$ cat config.mk
export PLATFORM = sky130hd
export DESIGN_NAME = m_div_seq
export DESIGN_NICKNAME = d
export VERILOG_FILES = /design/src/rtl/m_div_pkg.sv /design/src/rtl/m_div_regs.sv /design/src/rtl/m_div_seq.sv
export SDC_FILE = /design/constraint.sdc
export NUM_CORES = 1
export LEC_CHECK = 0
export ABC_CLOCK_PERIOD_IN_PS = 5800
export BUFFER_PORTS_ARGS = -buffer_cell sky130_fd_sc_hd__buf_2
export CAP_MARGIN = 40
export CORE_MARGIN = 5
export CORE_UTILIZATION = 40
export DETAILED_ROUTE_END_ITERATION = 16
export SLEW_MARGIN = 10
export SYNTH_ARGS = -nofsm -noshare
export SYNTH_HDL_FRONTEND = slang
export SYNTH_SLANG_ARGS = --single-unit
$ cat constraint.sdc
create_clock -name clk -period 5.8 [get_ports clk]
set_input_delay 0.87 -clock clk [delete_from_list [all_inputs] [get_ports clk]]
set_output_delay 0.87 -clock clk [all_outputs]
set_load 0.05 [all_outputs]
$ cat src/rtl/m_div_pkg.sv
// Shared types for the sequential M-extension divider: operation codes,
// FSM states, datapath register select codes and op-decoding helpers.
package m_div_pkg;

    typedef enum logic [1:0] {
        DIV  = 2'd0,
        DIVU = 2'd1,
        REM  = 2'd2,
        REMU = 2'd3
    } div_op_e;

    typedef enum logic [1:0] {
        IDLE,
        CALC,
        FIX,
        DONE
    } div_state_e;

    typedef enum logic [2:0] {
        SEL_KEEP,
        SEL_LOAD,
        SEL_LOAD_NEG,
        SEL_SUB_KEEP,
        SEL_SHR,
        SEL_SHL_ADD
    } reg_sel_e;

    function automatic logic is_signed(input div_op_e op);
        return (op == DIV) || (op == REM);
    endfunction

    function automatic logic is_quot(input div_op_e op);
        return (op == DIV) || (op == DIVU);
    endfunction

endpackage

$ cat src/rtl/m_div_regs.sv
// Restoring-division datapath: partial remainder R, shifted divisor D and
// quotient Z, each steered by a select code from the controlling FSM.
module m_div_regs
    import m_div_pkg::*;
#(
    parameter int WIDTH = 32
) (
    input  logic             clk,
    input  logic             reset,
    input  reg_sel_e         r_sel,
    input  reg_sel_e         d_sel,
    input  reg_sel_e         z_sel,
    input  logic [WIDTH-1:0] load_r,
    input  logic [WIDTH-1:0] load_d,
    output logic [WIDTH-1:0] r_out,
    output logic [WIDTH-1:0] z_out,
    output logic             sub_neg
);

    logic [WIDTH-1:0]   r_q, r_d;
    logic [2*WIDTH-2:0] d_q, d_d;
    logic [WIDTH-1:0]   z_q, z_d;
    logic [2*WIDTH-1:0] diff;
    logic [WIDTH-1:0]   neg_load_r;
    logic [WIDTH-1:0]   neg_load_d;

    // Trial subtraction; the top bit is the borrow that decides the quotient bit.
    assign diff       = {{WIDTH{1'b0}}, r_q} - {1'b0, d_q};
    assign sub_neg    = diff[2*WIDTH-1];
    assign neg_load_r = -load_r;
    assign neg_load_d = -load_d;
    assign r_out      = r_q;
    assign z_out      = z_q;

    always_comb begin
        r_d = r_q;
        d_d = d_q;
        z_d = z_q;

        case (r_sel)
            SEL_LOAD:     r_d = load_r;
            SEL_LOAD_NEG: r_d = neg_load_r;
            SEL_SUB_KEEP: if (!sub_neg) r_d = diff[WIDTH-1:0];
            default:      r_d = r_q;
        endcase

        case (d_sel)
            SEL_LOAD:     d_d = {load_d, {(WIDTH-1){1'b0}}};
            SEL_LOAD_NEG: d_d = {neg_load_d, {(WIDTH-1){1'b0}}};
            SEL_SHR:      d_d = d_q >> 1;
            default:      d_d = d_q;
        endcase

        case (z_sel)
            SEL_LOAD:    z_d = '0;
            SEL_SHL_ADD: z_d = {z_q[WIDTH-2:0], ~sub_neg};
            default:     z_d = z_q;
        endcase
    end

    always_ff @(posedge clk) begin
        if (reset) begin
            r_q <= '0;
            d_q <= '0;
            z_q <= '0;
        end else begin
            r_q <= r_d;
            d_q <= d_d;
            z_q <= z_d;
        end
    end

endmodule

$ cat src/rtl/m_div_seq.sv
// Sequential DIV/DIVU/REM/REMU unit: one restoring step per cycle, sign
// fix-up at the end, and single-cycle shortcuts for div-by-zero and overflow.
module m_div_seq
    import m_div_pkg::*;
#(
    parameter int WIDTH = 32
) (
    input  logic             clk,
    input  logic             reset,
    input  logic             flush,
    input  logic             in_valid,
    output logic             in_ready,
    input  div_op_e          op,
    input  logic [WIDTH-1:0] rs1,
    input  logic [WIDTH-1:0] rs2,
    output logic             out_valid,
    input  logic             out_ready,
    output logic [WIDTH-1:0] result,
    output logic             busy
);

    localparam int CNT_W = $clog2(WIDTH + 1);
    localparam logic [WIDTH-1:0] MIN_VAL = {1'b1, {(WIDTH-1){1'b0}}};

    div_state_e       state_q, state_d;
    div_op_e          op_q, op_d;
    logic             neg_a_q, neg_a_d;
    logic             neg_b_q, neg_b_d;
    logic [CNT_W-1:0] cnt_q, cnt_d;
    logic [WIDTH-1:0] result_q, result_d;

    reg_sel_e         r_sel, d_sel, z_sel;
    logic [WIDTH-1:0] r_val, z_val;
    logic [WIDTH-1:0] quot_val, rem_val;
    logic             sub_neg;
    logic             accept;
    logic             a_neg, b_neg;

    m_div_regs #(.WIDTH(WIDTH)) u_regs (
        .clk     (clk),
        .reset   (reset),
        .r_sel   (r_sel),
        .d_sel   (d_sel),
        .z_sel   (z_sel),
        .load_r  (rs1),
        .load_d  (rs2),
        .r_out   (r_val),
        .z_out   (z_val),
        .sub_neg (sub_neg)
    );

    assign in_ready  = (state_q == IDLE) && !flush;
    assign out_valid = (state_q == DONE);
    assign busy      = (state_q != IDLE);
    assign result    = result_q;
    assign accept    = in_valid && in_ready;
    assign a_neg     = is_signed(op) && rs1[WIDTH-1];
    assign b_neg     = is_signed(op) && rs2[WIDTH-1];
    assign quot_val  = (neg_a_q ^ neg_b_q) ? -z_val : z_val;
    assign rem_val   = neg_a_q ? -r_val : r_val;

    always_comb begin
        state_d  = state_q;
        op_d     = op_q;
        neg_a_d  = neg_a_q;
        neg_b_d  = neg_b_q;
        cnt_d    = cnt_q;
        result_d = result_q;
        r_sel    = SEL_KEEP;
        d_sel    = SEL_KEEP;
        z_sel    = SEL_KEEP;

        case (state_q)
            IDLE: begin
                if (accept) begin
                    op_d    = op;
                    neg_a_d = a_neg;
                    neg_b_d = b_neg;
                    r_sel   = a_neg ? SEL_LOAD_NEG : SEL_LOAD;
                    d_sel   = b_neg ? SEL_LOAD_NEG : SEL_LOAD;
                    z_sel   = SEL_LOAD;
                    cnt_d   = CNT_W'(WIDTH);
                    if (rs2 == '0) begin
                        result_d = is_quot(op) ? '1 : rs1;
                        state_d  = DONE;
                    end else if (is_signed(op) && (rs1 == MIN_VAL) && (rs2 == '1)) begin
                        result_d = is_quot(op) ? MIN_VAL : '0;
                        state_d  = DONE;
                    end else begin
                        state_d = CALC;
                    end
                end
            end
            CALC: begin
                r_sel = SEL_SUB_KEEP;
                d_sel = SEL_SHR;
                z_sel = SEL_SHL_ADD;
                cnt_d = cnt_q - CNT_W'(1);
                if (cnt_q == CNT_W'(1)) state_d = FIX;
            end
            FIX: begin
                result_d = is_quot(op_q) ? quot_val : rem_val;
                state_d  = DONE;
            end
            DONE: begin
                if (out_ready) state_d = IDLE;
            end
            default: state_d = IDLE;
        endcase

        // Flush wins over everything else and discards any result being formed.
        if (flush) begin
            state_d  = IDLE;
            result_d = result_q;
        end
    end

    always_ff @(posedge clk) begin
        if (reset) begin
            state_q  <= IDLE;
            op_q     <= DIV;
            neg_a_q  <= 1'b0;
            neg_b_q  <= 1'b0;
            cnt_q    <= '0;
            result_q <= '0;
        end else begin
            state_q  <= state_d;
            op_q     <= op_d;
            neg_a_q  <= neg_a_d;
            neg_b_q  <= neg_b_d;
            cnt_q    <= cnt_d;
            result_q <= result_d;
        end
    end

endmodule

==> PnR_summary.wiki, run 1 <==
{| class="wikitable"
! Metric !! Value
|-
| Run status || finished clean
|-
| Class of the worst hold path || flop to flop
|-
| Portion of the post-synthesis area used by sequential elements || 0.286
|-
| Synthesized area per cell || 7.47 um2
|-
| Predominant post-synthesis flop cell || sky130_fd_sc_hd__dfxtp_1
|-
| GRT overflow || 0
|-
| Min Clock Period, post-route || ~3.8 ns
|-
| Number of sinks handled by clock tree synthesis || 170
|-
| Critical path fanouts, max || 21
|-
| Worst setup path endpoint || result[29]
|-
| X dimension of the die || 183 um
|-
| RD Place Congestion || 0.877
|-
| Cell area power density || 239 mW/mm2
|-
| Setup-violating endpoint count in the final report || 0
|-
| Via count of the first global-routing pass || ~10,000
|-
| Count of cells along the worst hold path || 2
|-
| Number of clock buffers inserted by TritonCTS || 17
|-
| Clk Latency, worst-skew pair || 0.45 ns
|-
| RSZ-0062 raised after global routing || false
|-
| Finished layout cell area || 0.0134 mm2
|-
| Number of cell rows || 63
|-
| Total length of routed wires || 34.9 mm
|-
| Clock Skews || ~0.015 ns
|-
| Height of the die || 183 um
|-
| Area grow syn2layout || 12.3%
|-
| Wire length of the first global-routing pass || ~57 mm
|-
| Slack of the worst reg-to-reg path || 2.22 ns
|-
| Unique masters post-synth || 75
|-
| Fmax || around 270 MHz
|-
| Drt wl/cell || 17.2 um
|-
| Net count after synthesis || around 1,700
|-
| Final net count || about 1,800
|-
| Arrival time reported for the critical path endpoint || approximately 4.1 ns
|-
| Pin count of the biggest net entering global routing || 102
|-
| Reg2reg path depth || 11
|-
| Reg clk slew, reported paths || ~0.070 ns
|-
| Count of pins over their slew limit || 0
|-
| Async SR Flop Fraction || 0
|-
| Critical path endpoint category || flop
|-
| Cts-stage hold buffer count || 0
|-
| CP required || 6.12 ns
|-
| Total power consumption of the routed design || 3.19 mW
|-
| Flip-flop and latch count after synthesis || 170
|-
| Level count of the clock H-tree || 4
|-
| Category of the critical setup timing path || input pin to flop
|-
| Instance count of the mapped netlist || 1,594
|-
| Instance area after placement || 0.0127 mm2
|-
| Maximum root-to-sink buffer count || 2
|-
| Post-synthesis cell area || between 0.01 and 0.015 mm2
|-
| Tightest hold margin || 0.482 ns
|-
| Routed via count || 11,400
|-
| Leakage power of the design || 4.96 nW
|-
| Detailed-routing iteration count for the pre-antenna-repair pass || 5
|-
| Layout cells sized above 1 || 0.124
|-
| Count of flip-flops with a built-in enable after synthesis || 0
|-
| # IOs || 106
|-
| Total GRT Usage || 0.206
|-
| Count of input and output buffers || 105
|-
| CTS Root Buffer Type || sky130_fd_sc_hd__clkbuf_16
|-
| Cts repair resizes || 0
|-
| Filler Cells Inserted || approximately 3,000
|-
| Reg-to-reg critical path startpoint || u_regs.r_out[10]
|-
| Number of standard cells in the layout, taps in and fillers out || roughly 2,000
|-
| Floorplan core area || 0.0295 mm2
|-
| Number of instances in the placed design || 2,005
|-
| Antenna violations before repair || 1
|-
| Max-Cap Viols || 0
|-
| DR iter-0 viols || 1,038
|-
| Syn. warnings || 0
|-
| Share of the clock period used by the worst path || 0.650
|-
| Half-perimeter wire length after placement || 26.2 mm
|-
| CTS tree || done
|-
| DRC violations left || 0
|-
| Most common library cell in the layout ignoring fill and taps || sky130_fd_sc_hd__nor2_1
|-
| Startpoint Class || input pin
|-
| Max transition margin || 0.432
|-
| End of the worst register-to-register path || u_regs.r_out[26]
|-
| Setup TNS || 0 ns
|-
| Post-CTS setup buffer count || 0
|-
| Antenna Nets Post-Route || 0
|-
| Launch point of the critical path || rs2[26]
|-
| Peak supply drop || 0.000206 V
|-
| Slew of the pin with the lowest slew margin || ~0.85 ns
|-
| Via density per instance || 5.61
|-
| Commonest non-fill, non-tap cells in the layout || sky130_fd_sc_hd__nor2_1 (232), sky130_fd_sc_hd__a21oi_1 (173), sky130_fd_sc_hd__dfxtp_1 (170)
|-
| Starting Density || 0.404
|-
| Number of hold-slack violations in the final timing report || 0
|-
| Die area || roughly 0.033 mm2
|}
## cells in the mapped netlist, drive strengths merged (9+ instances only)
cell	count	area [um2]
nor2	233	875
a21oi	176	900
dfxtp	170	3400
nand2	132	498
clkbuf	89	334
xor2	80	701
o21ai	76	380
nor3	72	393
xnor2	69	604
inv	59	221
ha	46	576
a211oi	43	358
o211ai	33	253
a22oi	32	240
o31ai	27	216
nor4	20	125
nand2b	18	113
buf	17	114
nand3	16	90.1
o41ai	16	148
or3	15	98.8
nand4	14	103
a21o	13	97.6
and2	11	68.8
mux2i	11	110
a311oi	9	116
a31oi	9	56.3
or4	9	78.8
## critical path, stage by stage
cell	delay [ns]
sky130_fd_sc_hd__buf_2	0.12
sky130_fd_sc_hd__or4_4	0.57
sky130_fd_sc_hd__or4_4	0.47
sky130_fd_sc_hd__nor3_4	0.17
sky130_fd_sc_hd__nand4_4	0.34
sky130_fd_sc_hd__o31ai_4	0.18
sky130_fd_sc_hd__nand3_2	0.12
sky130_fd_sc_hd__a21oi_4	0.58
sky130_fd_sc_hd__buf_4	0.36
sky130_fd_sc_hd__mux2i_1	0.22
sky130_fd_sc_hd__nor2_1	0.05
## state kept, by name (all words and copies together) (netlist names)
name	flops
cnt_q	6
neg_a_q	1
neg_b_q	1
op_q	1
result	32
state_q	2
u_regs.d_q	63
u_regs.r_out	32
u_regs.z_out	32
## power breakdown
group / internal [mW] / leakage (nW) / total (mW) / switching (mW)
Sequential: 1.20 / 1.38 / 1.25 / 0.0472
Combinational: 0.269 / 3.27 / 0.692 / 0.423
Clock: 0.754 / 0.310 / 1.25 / 0.496
## worst min path at each step
| stage | start | to | slack [ns] |
|---|---|---|---|
| 2_1_floorplan | u_regs.d_q[62] | u_regs.d_q[62] | 0.44 |
| 3_3_place_gp | u_regs.d_q[17] | u_regs.d_q[16] | 0.46 |
| 3_5_place_dp | u_regs.d_q[27] | u_regs.d_q[26] | 0.47 |
| 4_1_cts | u_regs.d_q[62] | u_regs.d_q[62] | 0.49 |
| 5_1_grt | u_regs.d_q[53] | u_regs.d_q[52] | 0.51 |
| 6_report | u_regs.d_q[27] | u_regs.d_q[26] | 0.48 |
## cell type report
cell class	instances	area (um2)	share of cell area
diodes	1	2.50	0.000187
well taps	390	488	0.0365
clock buffers	21	470	0.0352
multi-input cells	1258	7870	0.588
inverters	60	225	0.0168
repair buffers	127	754	0.0564
clock inverters	10	164	0.0123
flip-flops and latches	170	3400	0.254
## per-stage QoR
step,utilization,setup WS (ns)
floorplan,-,2.56
global placement,0.429,1.57
detailed placement,0.432,1.56
CTS,0.454,2.03
global route,0.454,1.85
finish,0.454,2.03
## metal layers
| layer | part of all wire | wire (um) | track usage |
|---|---|---|---|
| met5 | 0 | 0 | 0 |
| met4 | 0.016 | 570 | 0.0591 |
| met3 | 0.046 | 1630 | 0.0331 |
| met2 | 0.46 | 16000 | 0.329 |
| met1 | 0.48 | 16800 | 0.288 |
## cell families after synthesis
kind of cell / Yosys count / synth area share
simple gates: 564 / 0.219
flops: 170 / 0.286
fa+ha+maj: 47 / 0.0500
xor+xnor: 149 / 0.110
compound gates: 487 / 0.270
buf+inv: 166 / 0.0565
mux: 11 / 0.00925
Note: power is estimated with default switching activity, not from simulation.
==> inputs of run 2 (changes only) <==
--- a/config.mk
+++ b/config.mk
@@ -5,7 +5,8 @@
 export SDC_FILE = /design/constraint.sdc
 export NUM_CORES = 1
 export LEC_CHECK = 0
-export ABC_CLOCK_PERIOD_IN_PS = 5800
+export ABC_AREA = 1
+export ABC_CLOCK_PERIOD_IN_PS = 3700
 export BUFFER_PORTS_ARGS = -buffer_cell sky130_fd_sc_hd__buf_2
 export CAP_MARGIN = 40
 export CORE_MARGIN = 5
==> constraint.sdc (replaced) <==
create_clock -name clk -period 3.7 [get_ports clk]
set_input_delay 0.555 -clock clk [delete_from_list [all_inputs] [get_ports clk]]
set_output_delay 0.555 -clock clk [all_outputs]
set_load 0.05 [all_outputs]
==> run 2 against run 1 <==
Sequential power grew 62%. Via count grew 41%. Global-route usage grew 5.0 points. Core utilization shrank 0.67 points. Cell count grew 46%. Sequential share of layout area shrank 3.4 points. Register-to-register slack lost 1.5 ns. Critical path type unchanged. Highest routed layer unchanged.
==> PnR_summary.wiki, run 2 <==
{| class="wikitable"
! Metric !! Value
|-
| Simple-gate share of the synthesized area || 0.424
|-
| Number of sinks handled by clock tree synthesis || 170
|-
| Detailed-routing iteration count for the pre-antenna-repair pass || 6
|-
| Starting Density || 0.404
|-
| CTS Root Buffer Type || sky130_fd_sc_hd__clkbuf_16
|-
| Total GRT Usage || 0.256
|-
| Layout cells sized above 1 || 0.0841
|-
| Syn. warnings || 0
|-
| Top-area cell type share of the netlist area || 0.244
|-
| Max-Cap Viols || 0
|-
| Count of pins over their slew limit || 0
|-
| Setup TNS || 0 ns
|-
| Cts repair resizes || 0
|-
| Maximum root-to-sink buffer count || 2
|-
| Total length of routed wires || 50.8 mm
|-
| Run status || finished clean
|-
| CP required || 4.04 ns
|-
| Adder-cell area share of the yosys netlist || 0.0427
|-
| Most common library cell in the layout ignoring fill and taps || sky130_fd_sc_hd__nand2_1
|-
| RSZ-0062 raised after global routing || false
|-
| Synthesized area per cell || ~5.7 um2
|-
| Area grow syn2layout || 10.6%
|-
| Main combinational cell family by area after synthesis || simple AND/OR/NAND/NOR gates
|-
| Pre-CTS setup slack || approximately 0.21 ns
|-
| Setup ws final || 0.667 ns
|-
| Reg clk slew, reported paths || ~0.070 ns
|-
| Fmax || 330 MHz
|-
| Pin count of the biggest net entering global routing || 62
|-
| GRT overflow || 0
|-
| Level count of the clock H-tree || 4
|-
| RD Place Congestion || 0.971
|-
| Post-CTS setup buffer count || 0
|-
| DR iter-0 viols || 1,310
|-
| Share of the clock period used by the worst path || 0.820
|-
| Cts-stage hold buffer count || 0
|-
| Number of standard cells in the layout, taps in and fillers out || 2,978
|-
| Die area || 0.0387 mm2
|-
| Flip-flop count of the largest register after layout || 63
|-
| Wire length of the first global-routing pass || 79.9 mm
|-
| Number of instances in the placed design || 2,944
|-
| Height of the die || 197 um
|-
| List of most frequent post-synthesis cells || sky130_fd_sc_hd__nand2_1 (689), sky130_fd_sc_hd__nor2_1 (316), sky130_fd_sc_hd__inv_1 (288)
|-
| Net count after synthesis || about 2,600
|-
| Drt wl/cell || 17.1 um
|-
| Unique masters post-synth || 53
|-
| DRC violations left || 0
|-
| Count of flip-flops with a built-in enable after synthesis || 0
|-
| # IOs || 106
|-
| Finished layout cell area || 0.0154 mm2
|-
| Cell accounting for the most synthesized area || sky130_fd_sc_hd__dfxtp_1
|-
| Biggest area contributors in the synthesized netlist || sky130_fd_sc_hd__dfxtp_1 (24%), sky130_fd_sc_hd__nand2_1 (19%), sky130_fd_sc_hd__nand3_1 (8.8%)
|-
| Fraction of synthesized cell area in xor and xnor cells || 0.0113
|-
| Startpoint Class || input pin
|-
| Via count of the first global-routing pass || 14,800
|-
| Peak supply drop || ~0.00034 V
|-
| Via density per instance || approximately 5.4
|-
| Clk Latency, worst-skew pair || roughly 0.47 ns
|-
| Antenna Nets Post-Route || 0
|-
| Cell area power density || 356 mW/mm2
|-
| Final net count || 2,626
|-
| Largest Register || u_regs.d_q
|-
| Proportion of synthesized area in mux cells || 0
|-
| Max transition margin || 0.432
|-
| Setup-violating endpoint count in the final report || 0
|-
| Category of the critical setup timing path || input pin to flop
|-
| Class of the worst hold path || input pin to flop
|-
| Critical path endpoint category || flop
|-
| Min Clock Period, post-route || slightly above 3 ns
|-
| X dimension of the die || 197 um
|-
| Arrival time reported for the critical path endpoint || between 3 and 4 ns
|-
| Predominant post-synthesis flop cell || sky130_fd_sc_hd__dfxtp_1
|-
| Flip-flop and latch count after synthesis || between 150 and 200
|-
| Critical path fanouts, max || 38
|-
| Number of clock buffers inserted by TritonCTS || 17
|-
| Clock Skews || 0.0196 ns
|-
| Portion of the post-synthesis area used by sequential elements || 0.244
|-
| Post-synthesis cell area || 0.0140 mm2
|-
| Commonest non-fill, non-tap cells in the layout || sky130_fd_sc_hd__nand2_1 (689), sky130_fd_sc_hd__nor2_1 (316), sky130_fd_sc_hd__inv_1 (287)
|-
| Leakage power of the design || 7.21 nW
|-
| Number of hold-slack violations in the final timing report || 0
|-
| Most used standard cell by instance count after synthesis || sky130_fd_sc_hd__nand2_1
|-
| Instance count of the mapped netlist || 2,453
|-
| Async SR Flop Fraction || 0
|-
| CTS tree || done
|-
| Number of cell rows || 68
|-
| Routed via count || approximately 16,000
|-
| Instance area after placement || 0.0148 mm2
|-
| Slew of the pin with the lowest slew margin || 0.851 ns
|-
| Floorplan core area || 0.0345 mm2
|-
| Antenna violations before repair || 1
|-
| Synth Area in Compound Gates || 0.169
|-
| Count of input and output buffers || around 110
|-
| Half-perimeter wire length after placement || 39.6 mm
|}
[run 2: changes by cell type in the layout (fill, tap and decap cells not counted), sizes merged, moves of 18 or more]
cell    delta
nand2    +563
inv      +241
nand3    +234
o21ai     +99
nor2      +94
xor2      -66
xnor2     -65
a211oi    -42
nor3      -33
a22oi     -32
nand4     +24
o31ai     -24
a21oi     +19
nand2b    -18
[run 2: final timing paths]
kind	slack, ns	to	startpoint	cells past startpoint
max	0.67	result[20]	rs1[1]	14
min	0.39	u_regs.d_q[35]	rs2[4]	3
max reg2reg	0.77	u_regs.r_out[22]	u_regs.r_out[18]	16
min reg2reg	0.47	u_regs.d_q[11]	u_regs.d_q[12]	2
[run 2: metal layers]
layer / global-route usage / wire, um
met3: 0.0294 / 3420
met2: 0.420 / 23200
met5: 0 / 0
met1: 0.348 / 22500
met4: 0.0945 / 1640
[run 2: per-stage QoR]
stage | hold slack (ns) | util | power [mW]
after detailed placement | 0.463 | 0.430 | 3.63
after global routing | 0.397 | 0.447 | 5.81
after CTS | 0.372 | 0.447 | 5.51
final | 0.391 | 0.447 | 5.50
after floorplan | 0.436 | - | 3.15
after global placement | 0.451 | 0.429 | 3.61
[run 2: cell families (layout without fill, tap and decap cells)]
family | after synthesis | in the layout
buffers and inverters | 390 | 457
other | 0 | 3
AO/OA/AOI/OAI | 440 | 440
AND/OR/NAND/NOR | 1388 | 1388
adder cells (fa/ha/maj) | 47 | 47
flip-flops | 170 | 170
XOR/XNOR | 18 | 18
[run 2: report_power, final]
group / internal [mW] / total (mW) / switching [mW]
Sequential: 1.91 / 2.02 / 0.112
Combinational: 0.493 / 1.60 / 1.11
Clock: 1.02 / 1.87 / 0.858
[run 2: critical path, stage by stage]
cell and delay (ns):
sky130_fd_sc_hd__buf_2 0.12, sky130_fd_sc_hd__inv_1 0.13, sky130_fd_sc_hd__ha_1 0.22, sky130_fd_sc_hd__nand3_1 0.20
sky130_fd_sc_hd__nor2_2 0.24, sky130_fd_sc_hd__nand2_1 0.09, sky130_fd_sc_hd__nor3_1 0.37, sky130_fd_sc_hd__nand2_1 0.14
sky130_fd_sc_hd__nand2_2 0.10, sky130_fd_sc_hd__nand2_4 0.18, sky130_fd_sc_hd__inv_2 0.59, sky130_fd_sc_hd__o21ai_0 0.21
sky130_fd_sc_hd__nor2_1 0.14, sky130_fd_sc_hd__nor2_1 0.04
[run 2: final cells by class]
type                            count  area [um2]
Antenna cell                        3        7.51
Clock buffer                       18         439
Clock inverter                     13         144
Fill cell                        3868       19100
Inverter                          299        1120
Multi-Input combinational cell   1893        9040
Sequential cell                   170        3400
Tap cell                          455         569
Timing Repair Buffer              127         711
